**config.mk**
```make
export PLATFORM = sky130hd
export DESIGN_NAME = data_reg_arbiter_flat
export DESIGN_NICKNAME = d
export VERILOG_FILES = /design/src/rtl/data_reg_arbiter_pkg.sv /design/src/rtl/data_reg_arbiter_if.sv /design/src/rtl/data_reg_arbiter_rr_pick.sv /design/src/rtl/data_reg_arbiter.sv /design/src/flat_wrapper.sv
export SDC_FILE = /design/constraint.sdc
export NUM_CORES = 1
export LEC_CHECK = 0
export BUFFER_PORTS_ARGS = -buffer_cell sky130_fd_sc_hd__buf_2
export CAP_MARGIN = 10
export CORE_ASPECT_RATIO = 1.5
export CORE_MARGIN = 5
export CORE_UTILIZATION = 51
export CTS_CLUSTER_DIAMETER = 100
export DETAILED_ROUTE_END_ITERATION = 10
export PLACE_DENSITY_LB_ADDON = 0.12
export SETUP_SLACK_MARGIN = 0.2
export SYNTH_ARGS = -nofsm -noshare
export SYNTH_HDL_FRONTEND = slang
export SYNTH_HIERARCHICAL = 1
export SYNTH_SLANG_ARGS = --single-unit
```
**constraint.sdc**
```tcl
create_clock -name clk -period 2.62 [get_ports clk]
set_input_delay 0.393 -clock clk [delete_from_list [all_inputs] [get_ports clk]]
set_output_delay 0.393 -clock clk [all_outputs]
set_load 0.03 [all_outputs]
```
**src/rtl/data_reg_arbiter_pkg.sv**
```systemverilog
// data_reg_arbiter shared types: FSM states, release causes, stat width.
// Optional stats build: DATA_ARB_STATS_EN.
package data_arb_pkg;

  typedef enum logic {
    IDLE,
    BUSY
  } state_e;

  typedef enum logic [1:0] {
    NONE,
    LAST,
    FORCED,
    ABANDON
  } rel_e;

  localparam int STAT_W = 16;

  function automatic logic [STAT_W-1:0] sat_inc(
    input logic [STAT_W-1:0] v
  );
    return (&v) ? v : v + 1'b1;
  endfunction

endpackage

```
**src/rtl/data_reg_arbiter_if.sv**
```systemverilog
// data_reg_arbiter bus: requester valid/last/data/ready, output beat/src/enable.
// slave = arbiter side, master = requesters plus downstream consumer.
interface data_reg_arbiter_if #(
  parameter int NUM_REQ = 4,
  parameter int DATA_W  = 8
);
  localparam int SRC_W = $clog2(NUM_REQ);

  logic [NUM_REQ-1:0]        req_valid;
  logic [NUM_REQ-1:0]        req_last;
  logic [NUM_REQ*DATA_W-1:0] req_data;
  logic [NUM_REQ-1:0]        req_ready;
  logic [DATA_W-1:0]         data_out;
  logic                      out_valid;
  logic                      out_ready;
  logic [SRC_W-1:0]          out_src;
  logic                      enable;

  modport slave (
    input  req_valid, req_last, req_data, out_ready,
    output req_ready, data_out, out_valid, out_src, enable
  );

  modport master (
    output req_valid, req_last, req_data, out_ready,
    input  req_ready, data_out, out_valid, out_src, enable
  );

endinterface

```
**src/rtl/data_reg_arbiter_rr_pick.sv**
```systemverilog
// rr_pick: combinational round-robin picker.
// Ports: req_i request vector, ptr_i start index; found_o, idx_o first hit.
module rr_pick #(
  parameter  int N = 4,
  localparam int W = $clog2(N)
) (
  input  logic [N-1:0] req_i,
  input  logic [W-1:0] ptr_i,
  output logic         found_o,
  output logic [W-1:0] idx_o
);

  int j;

  // Scan offsets high to low so the nearest hit at/after ptr wins.
  always_comb begin
    found_o = 1'b0;
    idx_o   = '0;
    j       = 0;
    for (int k = N - 1; k >= 0; k--) begin
      j = int'(ptr_i) + k;
      if (j >= N) j = j - N;
      if (req_i[j[W-1:0]]) begin
        found_o = 1'b1;
        idx_o   = j[W-1:0];
      end
    end
  end

endmodule

```
**src/rtl/data_reg_arbiter.sv**
```systemverilog
// data_reg_arbiter: round-robin sequencer onto one registered output beat.
// Ports: clk, rst (sync, high), bus (slave); stats ports with DATA_ARB_STATS_EN.
module data_reg_arbiter
  import data_arb_pkg::*;
#(
  parameter int NUM_REQ  = 4,
  parameter int DATA_W   = 8,
  parameter int MAX_HOLD = 4
) (
  input  logic              clk,
  input  logic              rst,
`ifdef DATA_ARB_STATS_EN
  output logic [STAT_W-1:0] stat_grants,
  output logic [STAT_W-1:0] stat_forced,
`endif
  data_reg_arbiter_if.slave bus
);

  localparam int SRC_W = $clog2(NUM_REQ);
  localparam logic [7:0] HOLD_LIM = 8'(MAX_HOLD - 1);
  localparam logic [SRC_W-1:0] TOP = SRC_W'(NUM_REQ - 1);

  state_e              state_q, state_d;
  logic [SRC_W-1:0]    grant_q, grant_d;
  logic [SRC_W-1:0]    ptr_q, ptr_d;
  logic [7:0]          hold_q, hold_d;
  logic [DATA_W-1:0]   data_q, data_d;
  logic                ov_q, ov_d;
  logic [SRC_W-1:0]    src_q, src_d;

  logic                found;
  logic [SRC_W-1:0]    pick;
  logic                busy, rdy, acc;
  logic [NUM_REQ-1:0]  rdy_vec;
  rel_e                cause;

  rr_pick #(.N(NUM_REQ)) u_pick (
    .req_i   (bus.req_valid),
    .ptr_i   (ptr_q),
    .found_o (found),
    .idx_o   (pick)
  );

  assign busy = (state_q == BUSY);
  // Output slot is free when empty or draining this cycle.
  assign rdy  = !ov_q || bus.out_ready;
  assign acc  = busy && bus.req_valid[grant_q] && rdy;

  always_comb begin
    rdy_vec = '0;
    if (busy && rdy) rdy_vec[grant_q] = 1'b1;
  end

  always_comb begin
    cause = NONE;
    if (busy) begin
      unique case (1'b1)
        !bus.req_valid[grant_q]:                 cause = ABANDON;
        acc && bus.req_last[grant_q]:            cause = LAST;
        acc && !bus.req_last[grant_q]
          && hold_q == HOLD_LIM:                 cause = FORCED;
        default:                                 cause = NONE;
      endcase
    end
  end

  always_comb begin
    state_d = state_q;
    grant_d = grant_q;
    ptr_d   = ptr_q;
    hold_d  = hold_q;
    data_d  = data_q;
    ov_d    = ov_q;
    src_d   = src_q;
    unique case (state_q)
      IDLE: begin
        if (found) begin
          grant_d = pick;
          hold_d  = '0;
          state_d = BUSY;
        end
      end
      BUSY: begin
        if (acc) hold_d = hold_q + 8'd1;
        if (cause != NONE) begin
          state_d = IDLE;
          ptr_d   = (grant_q == TOP) ? '0 : grant_q + 1'b1;
        end
      end
    endcase
    if (acc) begin
      data_d = bus.req_data[grant_q*DATA_W +: DATA_W];
      ov_d   = 1'b1;
      src_d  = grant_q;
    end else if (bus.out_ready) begin
      ov_d   = 1'b0;
    end
  end

  always_ff @(posedge clk) begin
    if (rst) begin
      state_q <= IDLE;
      grant_q <= '0;
      ptr_q   <= '0;
      hold_q  <= '0;
      data_q  <= '0;
      ov_q    <= 1'b0;
      src_q   <= '0;
    end else begin
      state_q <= state_d;
      grant_q <= grant_d;
      ptr_q   <= ptr_d;
      hold_q  <= hold_d;
      data_q  <= data_d;
      ov_q    <= ov_d;
      src_q   <= src_d;
    end
  end

  assign bus.req_ready = rdy_vec;
  assign bus.data_out  = data_q;
  assign bus.out_valid = ov_q;
  assign bus.out_src   = src_q;
  assign bus.enable    = busy;

`ifdef DATA_ARB_STATS_EN
  logic [STAT_W-1:0] grants_q, forced_q;

  always_ff @(posedge clk) begin
    if (rst) begin
      grants_q <= '0;
      forced_q <= '0;
    end else begin
      if (!busy && found) grants_q <= sat_inc(grants_q);
      if (cause == FORCED) forced_q <= sat_inc(forced_q);
    end
  end

  assign stat_grants = grants_q;
  assign stat_forced = forced_q;
`endif

endmodule

```
**src/flat_wrapper.sv**
```systemverilog
// flat-port wrapper written by rule: the top's interface ports become plain ports
module data_reg_arbiter_flat import data_arb_pkg::*;
#(
  parameter int NUM_REQ  = 4,
  parameter int DATA_W   = 8,
  parameter int MAX_HOLD = 4
)
  (clk, rst, bus_req_valid, bus_req_last, bus_req_data, bus_out_ready, bus_req_ready, bus_data_out, bus_out_valid, bus_out_src, bus_enable);
  data_reg_arbiter_if #(.NUM_REQ(NUM_REQ), .DATA_W(DATA_W)) bus_i ();
  input  logic clk;
  input  logic rst;
  input wire logic [$bits(bus_i.req_valid)-1:0] bus_req_valid;
  input wire logic [$bits(bus_i.req_last)-1:0] bus_req_last;
  input wire logic [$bits(bus_i.req_data)-1:0] bus_req_data;
  input wire logic [$bits(bus_i.out_ready)-1:0] bus_out_ready;
  output wire logic [$bits(bus_i.req_ready)-1:0] bus_req_ready;
  output wire logic [$bits(bus_i.data_out)-1:0] bus_data_out;
  output wire logic [$bits(bus_i.out_valid)-1:0] bus_out_valid;
  output wire logic [$bits(bus_i.out_src)-1:0] bus_out_src;
  output wire logic [$bits(bus_i.enable)-1:0] bus_enable;
  assign bus_i.req_valid = bus_req_valid;
  assign bus_i.req_last = bus_req_last;
  assign bus_i.req_data = bus_req_data;
  assign bus_i.out_ready = bus_out_ready;
  assign bus_req_ready = bus_i.req_ready;
  assign bus_data_out = bus_i.data_out;
  assign bus_out_valid = bus_i.out_valid;
  assign bus_out_src = bus_i.out_src;
  assign bus_enable = bus_i.enable;
  data_reg_arbiter #(.NUM_REQ(NUM_REQ), .DATA_W(DATA_W), .MAX_HOLD(MAX_HOLD)) u_core (.clk(clk), .rst(rst), .bus(bus_i));
endmodule
```
* Word level (Yosys, flattened, before mapping) *
Index checks and enable logic that the tools add are counted.

storage, ports and cells
  register bits after elaboration = 24
  input bits = 43
  output and inout bits = 16
  logic and storage cells = 86

operators by class
  add/sub/neg operators = 9
  order comparisons = 10
  equality and inequality tests = 4
  shift-type cells = 1
  multiplexer cells = 38
  bitwise gates (word level) = 1
  reduce and logical (&&, ||, !) cells = 16

operators with widths
  kind                   count
  $shiftx A32 B6 Y8      1
  $mux W2                10
  $mux W8                2
  $pmux W8 S2            1
  $lt A2 B3 Y1 const B   5
  $mux W1                15
  $bmux W1 S2            6
  $ge A3 B3 Y1 const B   3
  $add A8 B1 Y8 const B  1
  $eq A8 B2 Y1 const B   1
  $sub A2 B1 Y2 const B  4
  $logic_and A1 B1 Y1    7
  $add A2 B2 Y3 const B  2
  $pmux W2 S3            1
  $reduce_and A2 Y1      3
  $mux W4                1
  $reduce_bool A2 Y1     2
  $add A2 B1 Y3 const B  1
  $ge A2 B3 Y1 const B   1
  $logic_not A1 Y1       3
  $add A2 B1 Y2 const B  1
  $demux W1 S2           1
  $eq A2 B2 Y1 const B   1
  $ge A2 B1 Y1 const B   1
  other kinds (5)        5

* Longest topological paths before layout *
  depth after elaboration = 11
  gate-level depth with buffers = 7
  mapped depth without buffers = 6

* By module *
Netlist, hierarchy kept.

by module, submodules not included
  module            instances  cells each  area an instance (sq um)  sequential area each (sq um)
  data_reg_arbiter  1          143         1313.8                    480.5
  rr_pick           1          13          77.6                      0.0

* Worst setup path before layout *
Ideal clock, no wire load.

  path type = register to output
  from = register u_core.grant_q[1]
  to = output bus_req_ready[0]
  data arrival time = 1.314 ns
  data required time = 2.227 ns
  path slack = 0.913 ns
  cell stages (with the launch flop) = 5
  cell sequence = dfxtp_1 > clkbuf_1 > inv_1 > ha_1 > and3_1

on the way
  word-level cells in the longest chain between the ends = 5
  elaborated cells between the ends (all ways) = 6
  classes of those cells = order compare (2); mux (3); reduce/logical (1)

RTL lines
  what                                                                       line                     RTL
  start, declared                                                            data_reg_arbiter.sv:24   logic [SRC_W-1:0] grant_q, grant_d;
  start signal, assigned                                                     data_reg_arbiter.sv:111  grant_q <= grant_d;
  $lt A2 B3 Y1 (implied by the code) / $ge A2 B1 Y1 (equally long branches)  data_reg_arbiter.sv:51   if (busy && rdy) rdy_vec[grant_q] = 1'b1;
  $logic_and A1 B1 Y1 (implied by the code)                                  data_reg_arbiter.sv:51
  $mux W1 (implied by the code)                                              data_reg_arbiter.sv:51
  $demux W1 S2 (*)                                                           n/a
  $mux W4 (*)                                                                data_reg_arbiter.sv:51
  end, declared                                                              flat_wrapper.sv:16       output wire logic [$bits(bus_i.req_ready)-1:0] bus_req_ready;

Every way passes the cells marked *; elsewhere a longest branch is shown, timed or not.

* Worst setup path after layout *
  from = register u_core.grant_q[0]
  to = output bus_req_ready[2]

The elaborated chain is that of the path after synthesis.

==> results.toml <==
[sta]
max_freq_ghz = 0.483
slew_violations = 0
period_minus_slack_ps = 2070
rsz0062_at_grt = "false"
skew_ps = 4.01
tightest_slew_ps = 458
timing.final.crit_share_pct = 79.0
slew_headroom_pct = 69.4
hold_violations = 0
setup_viol_count_final = 0
finalSetupTns_ps = 0
fin_ws_ps = 551

[yosys]
yosys-top-cells-area = "dfxtp_1, mux4_2, a21oi_1"
ys_seq_elements = 24
yosysSeqAreaShare_pct = 34.5
synth_nets = 204
yosys_warnings = 6
ys.flop_type = "dfxtp_1"
async_reset_ff_share_pct = 0
synthesis.area_um2 = 1390
synthTopCellsByCount = "nand2_1, dfxtp_1, a21oi_1, nor2_1, mux4_2"
synth.distinct_cells = 33
yosys.area.top_type = "dfxtp_1"
synth_area_per_cell_um2 = 8.92
synth.most_common_cell = "nand2_1"
syn_inst = 156
synth_edf_count = 0
synth_top_cell_area_share_pct = 34.5

[final_layout]
fin_util_pct = 66.2
stdcell_count = 247
diodes = 0
nFillCells = 235
num-nets-final = 260
post-route-cell-area_um2 = 1750
drive_gt1_share_pct = 37.1
synthToLayoutAreaGrowth_pct = 25.9

[die]
fp.dieW_um = 52.6
die_y_um = 74.0
die-area_um2 = 3890
core_area_um2 = 2650
start_util_pct = 52.6
ios = 59
fp-row-count = 23

[worst_setup_path]
r2r.worst_path.cells = 5
cp.arrival_ps = 1680
crit_path_cell_trace = "buf_4 > inv_1 > ha_1 > and3_1 > buf_2"
path_buf_inv = 3
path_delay_family = "buffers and inverters"
cpMaxStageDelayCell = "dfxtp_1"
regToRegEndpoint = "u_core/hold_q[7]"
cp-endpoint = "bus_req_ready[2]"
worst_setup_path_end_kind = "output port"
crit_type = "register to output port"
crit_fanout = 10
regToRegStartpoint = "u_core/grant_q[1]"
startpoint_type = "register"
path_depth = 5
cp.required_ps = 2230
crit_start = "u_core/grant_q[0]"
slowest_delay_ps = 460
r2r_slack_ps = 720

[route]
viasPerCell = 5.48
dr.pass1.iters = 4
route.detailed.drc = 0
ant_nets = 0
wl_per_cell_um = 14.9
routed_wirelength_mm = 3.69
vias = 1353
drtIter0Drc = 38

[placement]
place.gp.congestion = 0.794
place_inst = 244
dpl-instance-area_um2 = 1710
port_buffers = 58
post-place-ws_ps = 670
hpwl_mm = 3.00

[clock_tree]
hold_buffers = 0
path_clk_slew_ps = 80
cts_setup_buffers = 0
clockBufferDepth = 2
ctsResizeCount = 0
cts-buffers-inserted = 3
cts_tree = "built"
clk_latency_ps = 260
clkSinkCount = 24
htree_levels = 1
clock_tree.root_cell = "clkbuf_8"

[global_route]
grt_pass1_wl_mm = 5.70
grt_usage_pct = 19.5
overflow = 0
grt_max_degree = 19
antenna_found_initial = 0
grt_pass1_vias = 1355

[flow_run]
maxCapViolations = 0

[min_path]
min_path_type = "register to register"

[pwr]
cellPowerDensity_nw_per_um2 = 521
ir_worst_vdd_v = 0.000292
p_leak_nw = 0.752

[run_status]
status = "finished clean"
layout by cell type, fill, tap and decap left out:
cell type / synthesis / layout
a211oi_1: 1 / 1
a2bb2oi_1: 1 / 1
ha_1: 5 / 5
mux2i_1: 3 / 3
nor4b_1: 1 / 1
o211a_1: 1 / 1
a211oi_2: 1 / 1
clkbuf_8: 0 / 3
a21oi_1: 20 / 20
or4_1: 2 / 2
nor2b_1: 1 / 1
and3_1: 6 / 6
or3_1: 4 / 4
dfxtp_1: 24 / 24
a31oi_1: 2 / 2
nor3_1: 1 / 1
buf_2: 2 / 58
o21a_1: 1 / 1
or2_2: 1 / 1
nand2_1: 25 / 25
nand2b_1: 4 / 4
nand3_1: 5 / 5
nor3b_1: 1 / 1
nor2_1: 11 / 11
o21ai_0: 4 / 4
mux4_2: 10 / 10
o31ai_1: 2 / 2
a22oi_1: 1 / 1
o2111ai_1: 1 / 1
mux2_2: 2 / 2
inv_1: 4 / 4
buf_4: 0 / 3
o41ai_1: 1 / 1
state kept, by name (all words and copies together) (netlist names):
name / cells
u_core/bus.out_src: 2
u_core/bus.data_out: 8
u_core/bus.out_valid: 1
u_core/hold_q: 8
u_core/bus.enable: 1
u_core/ptr_q: 2
u_core/grant_q: 2
logic make-up after synthesis:
| group | count (synthesis) | share of synthesized area (%) |
|---|---|---|
| and+or+nand+nor | 62 | 21.3 |
| AOI/OAI and AO/OA | 36 | 15.7 |
| DFF | 24 | 34.5 |
| muxes | 15 | 20.0 |
| buffers and inverters | 14 | 3.96 |
| adders and majority gates | 5 | 4.50 |
where the power goes:
group	internal [mW]	switching (mW)	total, mW
clock	0.103	0.113	0.216
combinational	0.125	0.153	0.278
sequential	0.390	0.0294	0.419
total	0.617	0.295	0.913
worst reg2reg max path: cells and delay by family, from the launching register on:
family | cells | cell delay [ps]
simple gates | 1 | 500
compound gates | 2 | 240
mux | 1 | 320
flops | 1 | 590
buf+inv | 1 | 190
cell type report:
class	instances	area (µm²)	share of cell area (%)
multi-input cells	118	856	48.9
clock buffers	3	41.3	2.36
inverters	4	15.0	0.857
well taps	37	46.3	2.64
flip-flops and latches	24	480	27.4
repair buffers	61	313	17.9
metrics by stage:
| stage | hold WS, ps | total power, mW |
|---|---|---|
| after detailed placement | 445 | 0.706 |
| after CTS | 456 | 0.915 |
| after global placement | 440 | 0.695 |
| after floorplan | 452 | 0.615 |
| after global routing | 478 | 0.957 |
| final | 451 | 0.913 |
layer usage:
layer,GRT usage [%],up-vias,routed length [µm]
met5,0,-,0
met4,8.24,0,64
met3,2.40,6,153
met2,39.0,36,2150
met1,19.3,636,1320
li1,-,675,-
worst min-delay path by stage:
stage                                 startpoint                     end  slack, ps  cells past startpoint
final                     u_core/bus.data_out[5]  u_core/bus.data_out[5]        450                      2
after global routing      u_core/bus.data_out[7]  u_core/bus.data_out[7]        480                      2
after floorplan                 u_core/hold_q[7]        u_core/hold_q[7]        450                      2
after global placement    u_core/bus.data_out[6]  u_core/bus.data_out[6]        440                      2
after detailed placement  u_core/bus.data_out[5]  u_core/bus.data_out[5]        440                      2
after CTS                 u_core/bus.data_out[5]  u_core/bus.data_out[5]        460                      2
No activity file was read; power rests on OpenSTA's default activity.
